==> src/rtl/cpu_pkg.sv <==
// Shared CPU definitions: datapath defaults, base-ISA opcodes and immediate formats.
package cpu_pkg;

   localparam int DEFAULT_XLEN   = 32;
   localparam int DEFAULT_REG_AW = 5;

   localparam logic [6:0] OP_LOAD   = 7'b0000011;
   localparam logic [6:0] OP_STORE  = 7'b0100011;
   localparam logic [6:0] OP_BRANCH = 7'b1100011;
   localparam logic [6:0] OP_JAL    = 7'b1101111;
   localparam logic [6:0] OP_JALR   = 7'b1100111;
   localparam logic [6:0] OP_LUI    = 7'b0110111;
   localparam logic [6:0] OP_AUIPC  = 7'b0010111;
   localparam logic [6:0] OP_IMM    = 7'b0010011;
   localparam logic [6:0] OP_REG    = 7'b0110011;

   typedef enum logic [2:0] {
      IMM_I,
      IMM_S,
      IMM_B,
      IMM_U,
      IMM_J,
      IMM_NONE
   } imm_type_t;

   // Register-register ops and unknown opcodes carry no immediate.
   function automatic imm_type_t imm_type_of(input logic [6:0] opcode);
      imm_type_t t;
      case (opcode)
         OP_LOAD, OP_JALR, OP_IMM: t = IMM_I;
         OP_STORE:                 t = IMM_S;
         OP_BRANCH:                t = IMM_B;
         OP_LUI, OP_AUIPC:         t = IMM_U;
         OP_JAL:                   t = IMM_J;
         default:                  t = IMM_NONE;
      endcase
      return t;
   endfunction

endpackage

==> src/rtl/id_ex_stage_imm_gen.sv <==
// Immediate generator: selects the format from the opcode and sign-extends to XLEN.
module imm_gen
   import cpu_pkg::*;
#(
   parameter int XLEN = DEFAULT_XLEN
)(
   input  logic [31:0]     instr,
   output logic [XLEN-1:0] imm
);

   imm_type_t   imm_type;
   logic [31:0] imm32;

   assign imm_type = imm_type_of(instr[6:0]);

   always_comb begin
      imm32 = '0;
      case (imm_type)
         IMM_I: imm32 = {{20{instr[31]}}, instr[31:20]};
         IMM_S: imm32 = {{20{instr[31]}}, instr[31:25], instr[11:7]};
         IMM_B: imm32 = {{19{instr[31]}}, instr[31], instr[7], instr[30:25], instr[11:8], 1'b0};
         IMM_U: imm32 = {instr[31:12], 12'b0};
         IMM_J: imm32 = {{11{instr[31]}}, instr[31], instr[19:12], instr[20], instr[30:21], 1'b0};
         default: imm32 = '0;
      endcase
   end

   assign imm = XLEN'($signed(imm32));

endmodule

==> src/rtl/id_ex_stage.sv <==
// ID/EX pipeline register: captures operands and decode fields, forwards the
// concurrent writeback, stalls one cycle on load-use and honours flush.
module id_ex_stage
   import cpu_pkg::*;
#(
   parameter int         XLEN        = DEFAULT_XLEN,
   parameter int         REG_AW      = DEFAULT_REG_AW,
   parameter logic [6:0] LOAD_OPCODE = OP_LOAD
)(
   input  logic              clk,
   input  logic              rst,
   input  logic              in_valid,
   output logic              in_ready,
   input  logic [XLEN-1:0]   in_instr,
   input  logic [XLEN-1:0]   in_pc,
   input  logic [XLEN-1:0]   rf_rdata1,
   input  logic [XLEN-1:0]   rf_rdata2,
   input  logic              wb_en,
   input  logic [REG_AW-1:0] wb_rd,
   input  logic [XLEN-1:0]   wb_data,
   input  logic              flush,
   output logic              out_valid,
   input  logic              out_ready,
   output logic [XLEN-1:0]   ex_pc,
   output logic [XLEN-1:0]   ex_rs1_data,
   output logic [XLEN-1:0]   ex_rs2_data,
   output logic [XLEN-1:0]   ex_imm,
   output logic [REG_AW-1:0] ex_rs1,
   output logic [REG_AW-1:0] ex_rs2,
   output logic [REG_AW-1:0] ex_rd,
   output logic [6:0]        ex_opcode,
   output logic [2:0]        ex_funct3,
   output logic [6:0]        ex_funct7
);

   logic [REG_AW-1:0] in_rs1, in_rs2, in_rd;
   logic [XLEN-1:0]   in_imm;
   logic              bubble_req, capture, wb_live;

   logic              out_valid_q, out_valid_d;
   logic [XLEN-1:0]   ex_pc_q, ex_pc_d;
   logic [XLEN-1:0]   ex_rs1_data_q, ex_rs1_data_d;
   logic [XLEN-1:0]   ex_rs2_data_q, ex_rs2_data_d;
   logic [XLEN-1:0]   ex_imm_q, ex_imm_d;
   logic [REG_AW-1:0] ex_rs1_q, ex_rs1_d;
   logic [REG_AW-1:0] ex_rs2_q, ex_rs2_d;
   logic [REG_AW-1:0] ex_rd_q, ex_rd_d;
   logic [6:0]        ex_opcode_q, ex_opcode_d;
   logic [2:0]        ex_funct3_q, ex_funct3_d;
   logic [6:0]        ex_funct7_q, ex_funct7_d;

   assign in_rs1 = in_instr[19:15];
   assign in_rs2 = in_instr[24:20];
   assign in_rd  = in_instr[11:7];

   imm_gen #(.XLEN(XLEN)) u_imm_gen (
      .instr (in_instr[31:0]),
      .imm   (in_imm)
   );

   // The register file only shows a write on the cycle after it, so a write
   // landing this cycle must be taken from the writeback bus instead.
   function automatic logic [XLEN-1:0] read_operand(
      input logic [REG_AW-1:0] idx,
      input logic [XLEN-1:0]   rf_val,
      input logic              live,
      input logic [REG_AW-1:0] wr_idx,
      input logic [XLEN-1:0]   wr_val
   );
      logic [XLEN-1:0] v;
      if (idx == '0)
         v = '0;
      else if (live && wr_idx == idx)
         v = wr_val;
      else
         v = rf_val;
      return v;
   endfunction

   assign wb_live    = wb_en && (wb_rd != '0);
   assign bubble_req = out_valid_q && (ex_opcode_q == LOAD_OPCODE) && (ex_rd_q != '0) &&
                       ((ex_rd_q == in_rs1) || (ex_rd_q == in_rs2));
   assign in_ready   = !bubble_req && (!out_valid_q || out_ready);
   assign capture    = in_valid && in_ready && !flush;

   always_comb begin
      out_valid_d   = out_valid_q;
      ex_pc_d       = ex_pc_q;
      ex_rs1_data_d = ex_rs1_data_q;
      ex_rs2_data_d = ex_rs2_data_q;
      ex_imm_d      = ex_imm_q;
      ex_rs1_d      = ex_rs1_q;
      ex_rs2_d      = ex_rs2_q;
      ex_rd_d       = ex_rd_q;
      ex_opcode_d   = ex_opcode_q;
      ex_funct3_d   = ex_funct3_q;
      ex_funct7_d   = ex_funct7_q;

      if (capture) begin
         out_valid_d   = 1'b1;
         ex_pc_d       = in_pc;
         ex_rs1_data_d = read_operand(in_rs1, rf_rdata1, wb_live, wb_rd, wb_data);
         ex_rs2_data_d = read_operand(in_rs2, rf_rdata2, wb_live, wb_rd, wb_data);
         ex_imm_d      = in_imm;
         ex_rs1_d      = in_rs1;
         ex_rs2_d      = in_rs2;
         ex_rd_d       = in_rd;
         ex_opcode_d   = in_instr[6:0];
         ex_funct3_d   = in_instr[14:12];
         ex_funct7_d   = in_instr[31:25];
      end else begin
         // A stalled instruction must not miss writebacks retiring underneath it.
         if (out_valid_q && !out_ready) begin
            if (wb_live && wb_rd == ex_rs1_q)
               ex_rs1_data_d = wb_data;
            if (wb_live && wb_rd == ex_rs2_q)
               ex_rs2_data_d = wb_data;
         end
         if (flush || out_ready)
            out_valid_d = 1'b0;
      end
   end

   always_ff @(posedge clk) begin
      if (rst) begin
         out_valid_q   <= 1'b0;
         ex_pc_q       <= '0;
         ex_rs1_data_q <= '0;
         ex_rs2_data_q <= '0;
         ex_imm_q      <= '0;
         ex_rs1_q      <= '0;
         ex_rs2_q      <= '0;
         ex_rd_q       <= '0;
         ex_opcode_q   <= '0;
         ex_funct3_q   <= '0;
         ex_funct7_q   <= '0;
      end else begin
         out_valid_q   <= out_valid_d;
         ex_pc_q       <= ex_pc_d;
         ex_rs1_data_q <= ex_rs1_data_d;
         ex_rs2_data_q <= ex_rs2_data_d;
         ex_imm_q      <= ex_imm_d;
         ex_rs1_q      <= ex_rs1_d;
         ex_rs2_q      <= ex_rs2_d;
         ex_rd_q       <= ex_rd_d;
         ex_opcode_q   <= ex_opcode_d;
         ex_funct3_q   <= ex_funct3_d;
         ex_funct7_q   <= ex_funct7_d;
      end
   end

   assign out_valid   = out_valid_q;
   assign ex_pc       = ex_pc_q;
   assign ex_rs1_data = ex_rs1_data_q;
   assign ex_rs2_data = ex_rs2_data_q;
   assign ex_imm      = ex_imm_q;
   assign ex_rs1      = ex_rs1_q;
   assign ex_rs2      = ex_rs2_q;
   assign ex_rd       = ex_rd_q;
   assign ex_opcode   = ex_opcode_q;
   assign ex_funct3   = ex_funct3_q;
   assign ex_funct7   = ex_funct7_q;

endmodule
==> config.mk <==
export PLATFORM = sky130hd
export DESIGN_NAME = id_ex_stage
export DESIGN_NICKNAME = d
export VERILOG_FILES = /design/src/rtl/cpu_pkg.sv /design/src/rtl/id_ex_stage_imm_gen.sv /design/src/rtl/id_ex_stage.sv
export SDC_FILE = /design/constraint.sdc
export NUM_CORES = 1
export LEC_CHECK = 0
export ABC_CLOCK_PERIOD_IN_PS = 2300
export CAP_MARGIN = 40
export CORE_ASPECT_RATIO = 0.5
export CORE_UTILIZATION = 40
export CTS_CLUSTER_SIZE = 28
export DETAILED_ROUTE_END_ITERATION = 10
export PLACE_DENSITY = 0.89
export SLEW_MARGIN = 20
export SYNTH_ARGS = -nofsm -noshare
export SYNTH_HDL_FRONTEND = slang
export SYNTH_HIERARCHICAL = 1
export SYNTH_SLANG_ARGS = --single-unit
==> constraint.sdc <==
create_clock -name clk -period 2.3 [get_ports clk]
set_input_delay 0.46 -clock clk [delete_from_list [all_inputs] [get_ports clk]]
set_output_delay 0.46 -clock clk [all_outputs]
set_load 0.05 [all_outputs]
After elaboration in Yosys (flattened, before gate mapping)
Cells that the tools add are included.
{ "classes": {"n_mux": 14, "n_eq_ne": 19, "reduce_logical": 32} }
{ "ops": {"columns": ["op", "count"], "rows": [
  ["$mux W32", 10],
  ["$pmux W32 S5", 1],
  ["$eq A5 B5 Y1", 6],
  ["$eq A7 B7 Y1 const B", 3],
  ["$pmux W3 S5", 1],
  ["$eq A7 B2 Y1 const B", 2],
  ["$eq A7 B5 Y1 const B", 2],
  ["$eq A7 B6 Y1 const B", 2],
  ["$logic_and A1 B1 Y1", 12],
  ["$logic_not A5 Y1", 2],
  ["$reduce_bool A5 Y1", 2],
  ["$reduce_bool A2 Y1", 4],
  ["$eq A3 B2 Y1 const B", 2],
  ["$logic_not A1 Y1", 4],
  ["$reduce_and A2 Y1", 2],
  ["$eq A3 B1 Y1 const B", 1],
  ["$eq A3 B3 Y1 const B", 1],
  ["$logic_not A3 Y1", 1],
  ["$logic_or A1 B1 Y1", 3],
  ["$reduce_or A3 Y1", 1],
  ["$mux W1", 2],
  ["$reduce_or A2 Y1", 1]
]} }
{ "word_totals": {"output_inout_bits": 162, "inputBits": 171, "word_cells": 76, "reg_bits": 161} }

Depth between registers and ports, before layout
Gate-level depths: netlist of run 1.
{ "logic_depth": {"depth_word": 10, "mapped_depth": 9, "depth_no_buf": 6} }

By module
The synthesis of run 1 kept the hierarchy.
{ "modules_own_cells": {"columns": ["mod", "n_inst", "area_each_um2", "cells_each", "seq_area_each_um2"], "rows": [
  ["id_ex_stage", 1, 7850.0, 956, 3223.1],
  ["imm_gen", 1, 568.0, 84, 0.0]
]} }

Least setup slack after synthesis of run 1
OpenSTA, ideal clock, no wires.
{ "synth_path": {"path_type": "reg-to-output", "from": "register ex_rd_q[0], in the netlist ex_rd[0]", "to": "output in_ready", "required_time_ns": 1.840, "n_path_buf": 0, "stages_incl_launch_ff": 4, "slack_ns": -0.323, "arrival_ns": 2.163, "path_cell_list": "dfxtp_1 > or4_1 > o211a_2 > a21oi_1"} }
{ "synth_via": {"elab_chain_cells": 5, "elab_cells_between_ends": 8, "cone_classes": "eq/ne (2); reduce/logical (6)"} }
{ "synth_lines": {"columns": ["element", "line_no", "rtl"], "rows": [
  ["start, declared", "id_ex_stage.sv:47", "logic [REG_AW-1:0] ex_rd_q, ex_rd_d;"],
  ["start signal, assigned", "id_ex_stage.sv:145", "ex_rd_q <= ex_rd_d;"],
  ["$eq A5 B5 Y1 / $reduce_bool A5 Y1 (equally long branches)", "id_ex_stage.sv:82, id_ex_stage.sv:81", null],
  ["$logic_or A1 B1 Y1 / $logic_and A1 B1 Y1 (equally long branches)", "id_ex_stage.sv:82, id_ex_stage.sv:81", null],
  ["$logic_and A1 B1 Y1 (*)", "id_ex_stage.sv:81", "assign bubble_req = out_valid_q && (ex_opcode_q == LOAD_OPCODE) && (ex_rd_q != '0) &&"],
  ["$logic_not A1 Y1 (*)", "id_ex_stage.sv:83", "assign in_ready = !bubble_req && (!out_valid_q || out_ready);"],
  ["$logic_and A1 B1 Y1 (*)", "id_ex_stage.sv:83", null],
  ["end, declared", "id_ex_stage.sv:13", "output logic in_ready,"]
]} }
Mark *: on every way between the ends. The rest lies on a longest branch, timed or not.

Final worst setup path of run 1
Ends and elaborated chain as after synthesis.

==> results of run 1 <==
-- per-stage QoR --
stage	power [mW]	setup TNS, ns	hold slack [ns]
floorplan	3.92	-0.0171	0.596
global placement	4.67	-48.19	0.441
detailed placement	4.71	-57.02	0.448
CTS	7.68	-0.0873	0.438
global route	7.92	-0.104	0.452
finish	7.66	-0.0884	0.454
-- registers in the layout (all words and copies together), names as in the netlist --
register     count
ex_funct3        3
ex_funct7        7
ex_imm          32
ex_opcode        7
ex_pc           32
ex_rd            5
ex_rs1           5
ex_rs1_data     32
ex_rs2           5
ex_rs2_data     32
out_valid        1
-- power by group --
group          leakage, nW  switching, mW  internal [mW]
logic                 3.36          0.961          0.739
clock network        0.279           1.25           1.72
registers             1.31         0.0973           2.90
total                 4.96           2.30           5.36
-- worst min-delay path by stage --
| stage | from | to | slack, ns |
|---|---|---|---|
| after CTS | rst | ex_rs2[3] | 0.44 |
| after floorplan | in_pc[0] | ex_pc[0] | 0.60 |
| after detailed placement | ex_imm[27] | ex_imm[27] | 0.45 |
| final | ex_imm[11] | ex_imm[11] | 0.45 |
| after global routing | rst | ex_rs1[4] | 0.45 |
| after global placement | ex_pc[10] | ex_pc[10] | 0.44 |
-- tightest hold or removal path, stage by stage, from the launching register on --
cell and delay (ns):
dfxtp_1 0.31, nand2_1 0.05, a21oi_1 0.05
-- metal layers --
metal / track usage / vias to the layer above
met5: 0 / -
met4: 0.173 / 0
met3: 0.0643 / 122
met2: 0.481 / 492
met1: 0.310 / 4455
li1: - / 4329
-- kinds of logic after synthesis --
group	count (synthesis)
compound gates	273
flops	161
xor+xnor	30
simple gates	377
buf+inv	134
mux	65
-- final cells by class --
cell class	instances	area, um^2	share of cell area
diodes	2	5.00	0.000377
clock inverters	15	184	0.0139
inverters	45	169	0.0127
repair buffers	410	4190	0.316
flip-flops and latches	161	3230	0.243
well taps	273	342	0.0257
multi-input cells	745	4730	0.356
clock buffers	17	425	0.0321
-- cells in the final DEF (no fill, tap or decap), drive strengths merged, types with 2 or more instances in the layout --
cell / count
a21oi: 108
clkinvlp: 6
nand3: 10
dlygate4sd2: 2
xor2: 4
o211ai: 14
nand4b: 4
inv: 48
xnor2: 26
a22o: 4
nand2: 235
nand2b: 5
a211oi: 33
or3b: 2
or4: 3
nor4: 2
nand4: 3
mux2i: 64
and3: 33
clkinv: 3
a21o: 9
o22ai: 66
buf: 79
nor3: 4
dlymetal6s2s: 8
clkbuf: 18
bufinv: 3
a221oi: 33
dfxtp: 161
diode: 2
clkdlybuf4s50: 320
nor2: 67
-- what timing repair did --
action / CTS / global route
cloned: 0 / 1
hold buffers: 0 / 0
resized for setup: 10 / 30
pin swaps: 2 / 5
setup endpoints to repair: 2 / 67
buffers inserted: 3 / 1
==> impl_metrics.ini, run 1 <==
[route]
ant_nets = 0
wl_per_cell_um = 18.8
met1_length_um = 12300
routed.top_layer = met4
dr.pass1.iters = 6
vias = 9398
routed-wl-met2_um = 15300
wl_met3_um = 2180
drt-initial-drc-count = 918
viasPerCell = 5.63
drc = 0
wirelength_um = 31300

[critical_path]
critical-path-max-stage-delay_ns = 0.53
path_depth = 4
reg2reg_from = ex_rd[0]
path_buf_inv = 1
cp-start-kind = flop
critPathCaptureType = output pin
worst-path-max-fanout = 2
cp_data_arrival_time_ns = 1.89
cp_top_family = simple AND/OR/NAND/NOR gates
crit_start = ex_rd[0]
worstPathCellList = or4_4 -> o211a_4 -> a21oi_4 -> buf_8
r2r-end = ex_rs1_data[12]
reg2reg_depth = 7
worstSetupPathType = flop to output pin
slowest_stage = or4_4
crit_required_ns = 1.84
reg2reg_slack_ns = -0.01
endpoint = in_ready

[logic_synthesis]
synth_edf_count = 0
synth_compound_area_frac = 0.231
syn_area_per_cell_um2 = 8.09
ys_ff_latch = 161
syn_nets = 1211
seq_area_frac_synth = 0.383
synth.distinct_cells = 52
ys_warn_count = 6
synth_area_leaders = dfxtp_1 38%, nand2_1 10%, mux2i_1 7.6%
yosysTopAreaCellShare = 0.383
async_flop_share = 0
synth-simple-area-share = 0.201
synthFlopType = dfxtp_1
syn_inst = 1040
yosysMostFrequentCell = nand2_1
synth_common_cells = 235 x nand2_1, 161 x dfxtp_1, 106 x a21oi_1
synth-xor-area-share = 0.0312
yosys.area_share.adder = 0
syn_area_um2 = 8420
synth_top_cell_by_area = dfxtp_1
synth_top_family_by_area = compound AO/OA/AOI/OAI gates
synth_mux_area_frac = 0.0774

[clock_tree]
clock_path_buffers = 2
cts_root_buffer = clkbuf_16
clkSinkCount = 161
cts_tree = yes
cts_max_level = 4
clk_pin_slew_ns = 0.07
worst_skew_pair.late_latency_ns = 0.45
numCtsBuffers = 17

[grt]
grt_pass1_wl_um = 47800
track_usage = 0.277
grt_max_degree = 69
antenna_found_initial = 2
grt-ovfl-total = 0
grt_pass1_vias = 9233

[sta]
tightestPinTransition_ns = 0.606
setup_viol = 2
fmax_mhz = 426
maxSlewViolCount = 0
period_share = 1.02
min_period_ns = 2.35
setup_ws_ns = -0.0489
clock-skew-final_ns = 0.0148
rsz0062_at_grt = yes
slew_headroom = 0.594
hold_violations = 0

[floorplanning]
die_width_um = 207
start_util = 0.409
io_pins = 333
die_y_um = 105
core.rowCount = 37
design.die.area_um2 = 21700
core-area_um2 = 20600

[placed_design]
pre_cts_slack_ns = -0.450
routabilityCongestion = 0.930
postPlaceCellArea_um2 = 12400
dp_hpwl_um = 21900
portBuffers = 332
place_inst = 1629

[finish]
layout.nets = 1551
post-route-util = 0.644
drive_gt1_frac = 0.152
fill_cells = 1587
area_growth_pct = 57.7
fin_cells = 1668
final_area_um2 = 13300

[run]
cap_violations = 0

[worst_hold_path]
hold_depth = 2
hold_class = flop to flop

[power]
power_leakage_nw = 4.96
power_density_nw_per_um2 = 577
irDropWorstVdd_mv = 0.503

[status]
violations = negative setup slack
status = complete, but fails checks
Power figures use the tool's default switching activity.
==> inputs of run 2 (changes only) <==
--- a/config.mk
+++ b/config.mk
@@ -12,6 +12,7 @@
 export CTS_CLUSTER_SIZE = 28
 export DETAILED_ROUTE_END_ITERATION = 10
 export PLACE_DENSITY = 0.89
+export SETUP_SLACK_MARGIN = 0.15
 export SLEW_MARGIN = 20
 export SYNTH_ARGS = -nofsm -noshare
 export SYNTH_HDL_FRONTEND = slang
==> constraint.sdc (replaced) <==
create_clock -name clk -period 2.3 [get_ports clk]
set_input_delay 0.46 -clock clk [delete_from_list [all_inputs] [get_ports clk]]
set_output_delay 0.46 -clock clk [all_outputs]
set_load 0.01 [all_outputs]
==> run 2 against run 1 <==
The flow finishes with violations (design-rule violations, negative setup slack). Final cell count increased by 1.3%. Global-route usage increased by 0.52 points. Wire length increased by 13%. Utilization increased by 4.5 points. Count of clock-buffer cells in the layout increased by 3. Design area increased by 6.9%. Power decreased by 1.9%. Critical path depth increased by 4. Fmax increased by 1.1%. Die area unchanged. Hold slack improved by 0.0015 ns. Sequential share of layout area decreased by 1.6 points. Largest cell class unchanged. Highest routed layer unchanged.
==> impl_metrics.ini, run 2 (same netlist as run 1, synthesis figures left out) <==
[sta]
rsz0062_at_grt = yes
setup_viol = 1
tightestPinTransition_ns = 0.518
min_period_ns = 2.32
hold_violations = 0
slew_headroom = 0.650
clock-skew-final_ns = 0.0124
fmax_mhz = 430
period_share = 1.01
setup_ws_ns = -0.0241
maxSlewViolCount = 0

[route]
vias = 9706
wirelength_um = 35300
viasPerCell = 5.75
drc = 1
drt-initial-drc-count = 861
wl_per_cell_um = 20.9
ant_nets = 0
dr.pass1.iters = 9

[placed_design]
postPlaceCellArea_um2 = 12200
dp_hpwl_um = 21400
portBuffers = 332
place_inst = 1615
routabilityCongestion = 0.983
pre_cts_slack_ns = -0.548

[critical_path]
critPathCaptureType = flop
cp_data_arrival_time_ns = 2.66
crit_required_ns = 2.63
critical-path-max-stage-delay_ns = 0.53
worstSetupPathType = flop to flop
cp-start-kind = flop
reg2reg_slack_ns = -0.02
slowest_stage = or4_4
worstPathCellList = or4_4 -> o211a_4 -> buf_4 -> a21oi_4 -> buf_6 -> nand2_4 -> clkbuf_16 -> o22ai_1
worst-path-max-fanout = 8

[clock_tree]
clk_pin_slew_ns = 0.07
numCtsBuffers = 17
cts_max_level = 4
worst_skew_pair.late_latency_ns = 0.42
cts_root_buffer = clkbuf_16
clkSinkCount = 161
cts_tree = yes
clock_path_buffers = 2

[worst_hold_path]
hold_class = flop to flop

[finish]
final_common_cell = clkdlybuf4s50_1
fin_cells = 1689
final_area_um2 = 14200
post-route-util = 0.689
layout.nets = 1574
final_cell_mix = 323 x clkdlybuf4s50_1, 232 x nand2_1, 160 x dfxtp_1, 84 x a21oi_1, 64 x nor2_1
area_growth_pct = 68.6
drive_gt1_frac = 0.213

[power]
irDropWorstVdd_mv = 0.503
power_density_nw_per_um2 = 530
p_total_mw = 7.52
power_leakage_nw = 5.31

[floorplanning]
io_pins = 333
start_util = 0.409
core-area_um2 = 20600
die_y_um = 105
core.rowCount = 37
die_width_um = 207
design.die.area_um2 = 21700

[status]
violations = design-rule violations, negative setup slack
status = complete, but fails checks

[grt]
grt_max_degree = 73
grt_pass1_vias = 9238
grt_pass1_wl_um = 48700
antenna_found_initial = 1
track_usage = 0.282
grt-ovfl-total = 0

[run]
cap_violations = 0
## run 2: cell types whose count changed in the layout (fill, tap and decap cells not counted), moves of 11 or more
| cell | change |
|---|---|
| o22ai_1 | -27 |
| o22ai_2 | +26 |
| a21oi_1 | -21 |
| a21oi_2 | +21 |
| buf_6 | +14 |
| buf_4 | -11 |
| clkbuf_16 | +11 |
## run 2: area by class of cell
cell class	instances	area, um^2
sequential	161	3220
inverter	45	169
clock inverter	11	154
fill	1470	6410
tap	273	342
multi-input combinational	747	5170
timing repair buffer	431	4670
clock buffer	20	457
antenna	1	2.50
## run 2: power breakdown
part           leakage [nW]  internal (mW)  switching [mW]
registers              1.31           2.90          0.0993
logic                  3.71          0.808           0.691
clock network         0.293           1.78            1.24
total                  5.31           5.49            2.03
## run 2: metrics by stage
step | hold slack [ns] | setup TNS (ns)
floorplan | 0.481 | 0
global placement | 0.441 | -48.03
detailed placement | 0.448 | -55.22
CTS | 0.428 | -0.000127
global route | 0.465 | -0.384
finish | 0.455 | -0.0241
## run 2: per-layer routing
layer | track usage | routed length [um]
met5 | 0 | 0
met4 | 0.157 | 1870
met3 | 0.0589 | 2600
met2 | 0.482 | 16800
met1 | 0.332 | 14000
## run 2: path summary, 6_finish.rpt
path                            startpoint        endpoint  cells past startpoint
worst max-delay path              ex_rd[0]  ex_rs2_data[9]                      8
worst min-delay path            ex_imm[28]      ex_imm[28]                      2
worst max register to register    ex_rd[0]  ex_rs2_data[9]                      8
worst min register to register  ex_imm[28]      ex_imm[28]                      2
## run 2: worst max-delay path, delay by kind of cell (launching register included)
| family | cells | cell delay (ns) |
|---|---|---|
| compound gates | 3 | 0.72 |
| simple gates | 2 | 0.63 |
| buf+inv | 3 | 0.55 |
| flops | 1 | 0.31 |
## run 2: what timing repair did
action	4_1_cts	5_1_grt
gates resized for setup	85	68
pin swaps	17	13
hold buffers	0	0
setup endpoints to repair	120	160
gates cloned	6	17
setup buffers	6	13
==> inputs of run 3 (changes only) <==
--- a/config.mk
+++ b/config.mk
@@ -8,13 +8,12 @@
 export ABC_CLOCK_PERIOD_IN_PS = 2300
 export CAP_MARGIN = 40
 export CORE_ASPECT_RATIO = 0.5
-export CORE_UTILIZATION = 40
+export CORE_UTILIZATION = 37
 export CTS_CLUSTER_SIZE = 28
 export DETAILED_ROUTE_END_ITERATION = 10
-export PLACE_DENSITY = 0.89
+export PLACE_DENSITY = 0.8
 export SETUP_SLACK_MARGIN = 0.15
 export SLEW_MARGIN = 20
 export SYNTH_ARGS = -nofsm -noshare
 export SYNTH_HDL_FRONTEND = slang
-export SYNTH_HIERARCHICAL = 1
 export SYNTH_SLANG_ARGS = --single-unit
==> run 3 against run 2 <==
The run ends with negative setup slack left. Synthesized cell count is 26% lower. Via count is 20% lower. Non-clock buffer count is 19 higher. Combinational power hardly changed. Count of clock-buffer cells in the layout is 1 higher. Critical path type is now input pin to flop. Largest power group unchanged.
==> impl_metrics.ini, run 3 <==
[critical_path]
crit_required_ns = 2.61
worstSetupPathType = input pin to flop
critical-path-max-stage-delay_ns = 0.55
cp-start-kind = input pin
path_buf_inv = 4
cp_common_cell = buf_6
critPathCaptureType = flop
path_depth = 10
worstPathCellList = buf_6 -> or4_4 -> o211ai_1 -> nor4_2 -> buf_4 -> o22ai_4 -> buf_6 -> clkbuf_16 -> a221oi_4 -> a211oi_1
reg2reg_depth = 9
cp_top_family = compound AO/OA/AOI/OAI gates
worst-path-max-fanout = 7
cp_data_arrival_time_ns = 2.63
slowest_stage = or4_4

[route]
routed-wl-met2_um = 14700
dr.pass1.iters = 5
routed.top_layer = met4
wirelength_um = 29700
ant_nets = 0
drc = 0
met1_length_um = 11900
drt-initial-drc-count = 465
viasPerCell = 5.46
wl_per_cell_um = 20.9
wl_met3_um = 2010
vias = 7779

[logic_synthesis]
syn_inst = 774
synth_top_cell_by_area = dfxtp_1
ys_ff_latch = 161
ys_warn_count = 0
synth.distinct_cells = 54
yosys.area_share.adder = 0
syn_nets = 945
synthFlopType = dfxtp_1
synth_common_cells = 161 x dfxtp_1, 148 x nand2_1, 90 x a21oi_1
synth_mux_area_frac = 0.00147
async_flop_share = 0
synth-xor-area-share = 0.0385
synth_edf_count = 0
synth-simple-area-share = 0.138
yosysMostFrequentCell = dfxtp_1
synth_area_leaders = dfxtp_1 47%, nand2_1 8.1%, a21oi_1 6.6%
synth_compound_area_frac = 0.293
seq_area_frac_synth = 0.472
synth_top_family_by_area = compound AO/OA/AOI/OAI gates
yosysTopAreaCellShare = 0.472
syn_area_um2 = 6820
syn_area_per_cell_um2 = 8.82

[placed_design]
portBuffers = 332
dp_hpwl_um = 19500
place_inst = 1358
routabilityCongestion = 0.926

[sta]
min_period_ns = 2.33
rsz0062_at_grt = yes
maxSlewViolCount = 0
fmax_mhz = 430
slew_headroom = 0.514
hold_violations = 0
setup_viol = 1
clock-skew-final_ns = 0.0172
setup_ws_ns = -0.0253
tightestPinTransition_ns = 0.729
period_share = 1.01

[finish]
layout.nets = 1347
fin_cells = 1424
final_common_cell = clkdlybuf4s50_1
final_cell_mix = 312 x clkdlybuf4s50_1, 155 x dfxtp_1, 148 x nand2_1, 87 x a21oi_1, 81 x buf_4
area_growth_pct = 86.6
fill_cells = 1259
drive_gt1_frac = 0.207

[grt]
antenna_found_initial = 0
grt_pass1_vias = 7559
grt_max_degree = 62
grt_pass1_wl_um = 41700
grt-ovfl-total = 0
track_usage = 0.280

[clock_tree]
cts_tree = yes
worst_skew_pair.late_latency_ns = 0.42
numCtsBuffers = 17
cts_max_level = 4
cts_root_buffer = clkbuf_16
clock_path_buffers = 2
clk_pin_slew_ns = 0.07
clkSinkCount = 161

[power]
power.switching_mw = 1.99
power_frac_clock = 0.405
power_density_nw_per_um2 = 598
pwr-share-seq = 0.394
p_sw_frac = 0.262
irDropWorstVdd_mv = 0.527
p_total_mw = 7.61
pwr-share-comb = 0.201
power_leakage_nw = 4.94
power.internal_mw = 5.62

[floorplanning]
io_pins = 333
design.die.area_um2 = 19000
core-area_um2 = 17700
die_width_um = 194
start_util = 0.386
core.rowCount = 34
die_y_um = 98.0

[status]
status = complete, but fails checks
violations = negative setup slack

[worst_hold_path]
hold_depth = 2
hold_class = input pin to flop

[run]
cap_violations = 0
[run 3: final cells by class]
class | instances | area (um^2) | area share
clock inverters | 11 | 178 | 0.0140
well taps | 234 | 293 | 0.0230
diodes | 1 | 2.50 | 0.000197
repair buffers | 450 | 4620 | 0.363
multi-input cells | 518 | 3850 | 0.303
inverters | 28 | 105 | 0.00826
flip-flops and latches | 161 | 3230 | 0.254
clock buffers | 21 | 450 | 0.0354
[run 3: repair_timing]
item | CTS | global route
gates resized for setup | 79 | 75
pin swaps | 29 | 36
setup endpoints to repair | 153 | 150
hold buffers | 0 | 0
buffers inserted | 9 | 10
cloned | 5 | 9
[run 3: cell families after synthesis]
| kind of cell | after synthesis |
|---|---|
| AOI/OAI and AO/OA | 275 |
| xor gates and xnor gates | 30 |
| buffers and inverters | 95 |
| DFF | 161 |
| muxes | 1 |
| and+or+nand+nor | 212 |
[run 3: per-layer routing]
layer,up-vias,global-route usage
met5,-,0
met1,3771,0.338
met2,333,0.490
li1,3598,-
met3,77,0.0580
met4,0,0.116
[run 3: final timing paths]
| check | startpoint | to | slack (ns) |
|---|---|---|---|
| max | wb_rd[1] | ex_rs2_data[16] | -0.03 |
| min | rst | ex_rs2_data[30] | 0.41 |
| max reg2reg | out_valid | ex_rs2_data[16] | 0 |
| min reg2reg | ex_pc[22] | ex_pc[22] | 0.45 |
[run 3: stage by stage]
| step | setup TNS, ns | worst slack, ns | utilization | hold WS (ns) | area, um^2 |
|---|---|---|---|---|---|
| global placement | -50.02 | -0.462 | 0.622 | 0.441 | 11000 |
| detailed placement | -60.97 | -0.622 | 0.622 | 0.446 | 11000 |
| CTS | 0 | 0.0619 | 0.684 | 0.375 | 12100 |
| floorplan | -0.772 | -0.0373 | - | 0.476 | 6910 |
| finish | -0.0253 | -0.0253 | 0.719 | 0.406 | 12700 |
| global route | -0.260 | -0.0823 | 0.719 | 0.405 | 12700 |
[run 3: worst reg2reg max path: cells and delay by family, from the launching register on]
kind                   cells  cell delay (ns)
DFF                        1             0.37
AOI/OAI and AO/OA          5             0.85
buffers and inverters      3             0.48
and+or+nand+nor            1             0.50
[run 3: power groups by stage]
stage	clock, mW	combinational (mW)	sequential [mW]
2_1_floorplan	0	0.417	3.10
3_3_place_gp	0	1.24	3.04
3_5_place_dp	0	1.26	3.05
4_1_cts	3.11	1.37	2.99
5_1_grt	3.26	1.60	3.01
6_report	3.09	1.53	3.00
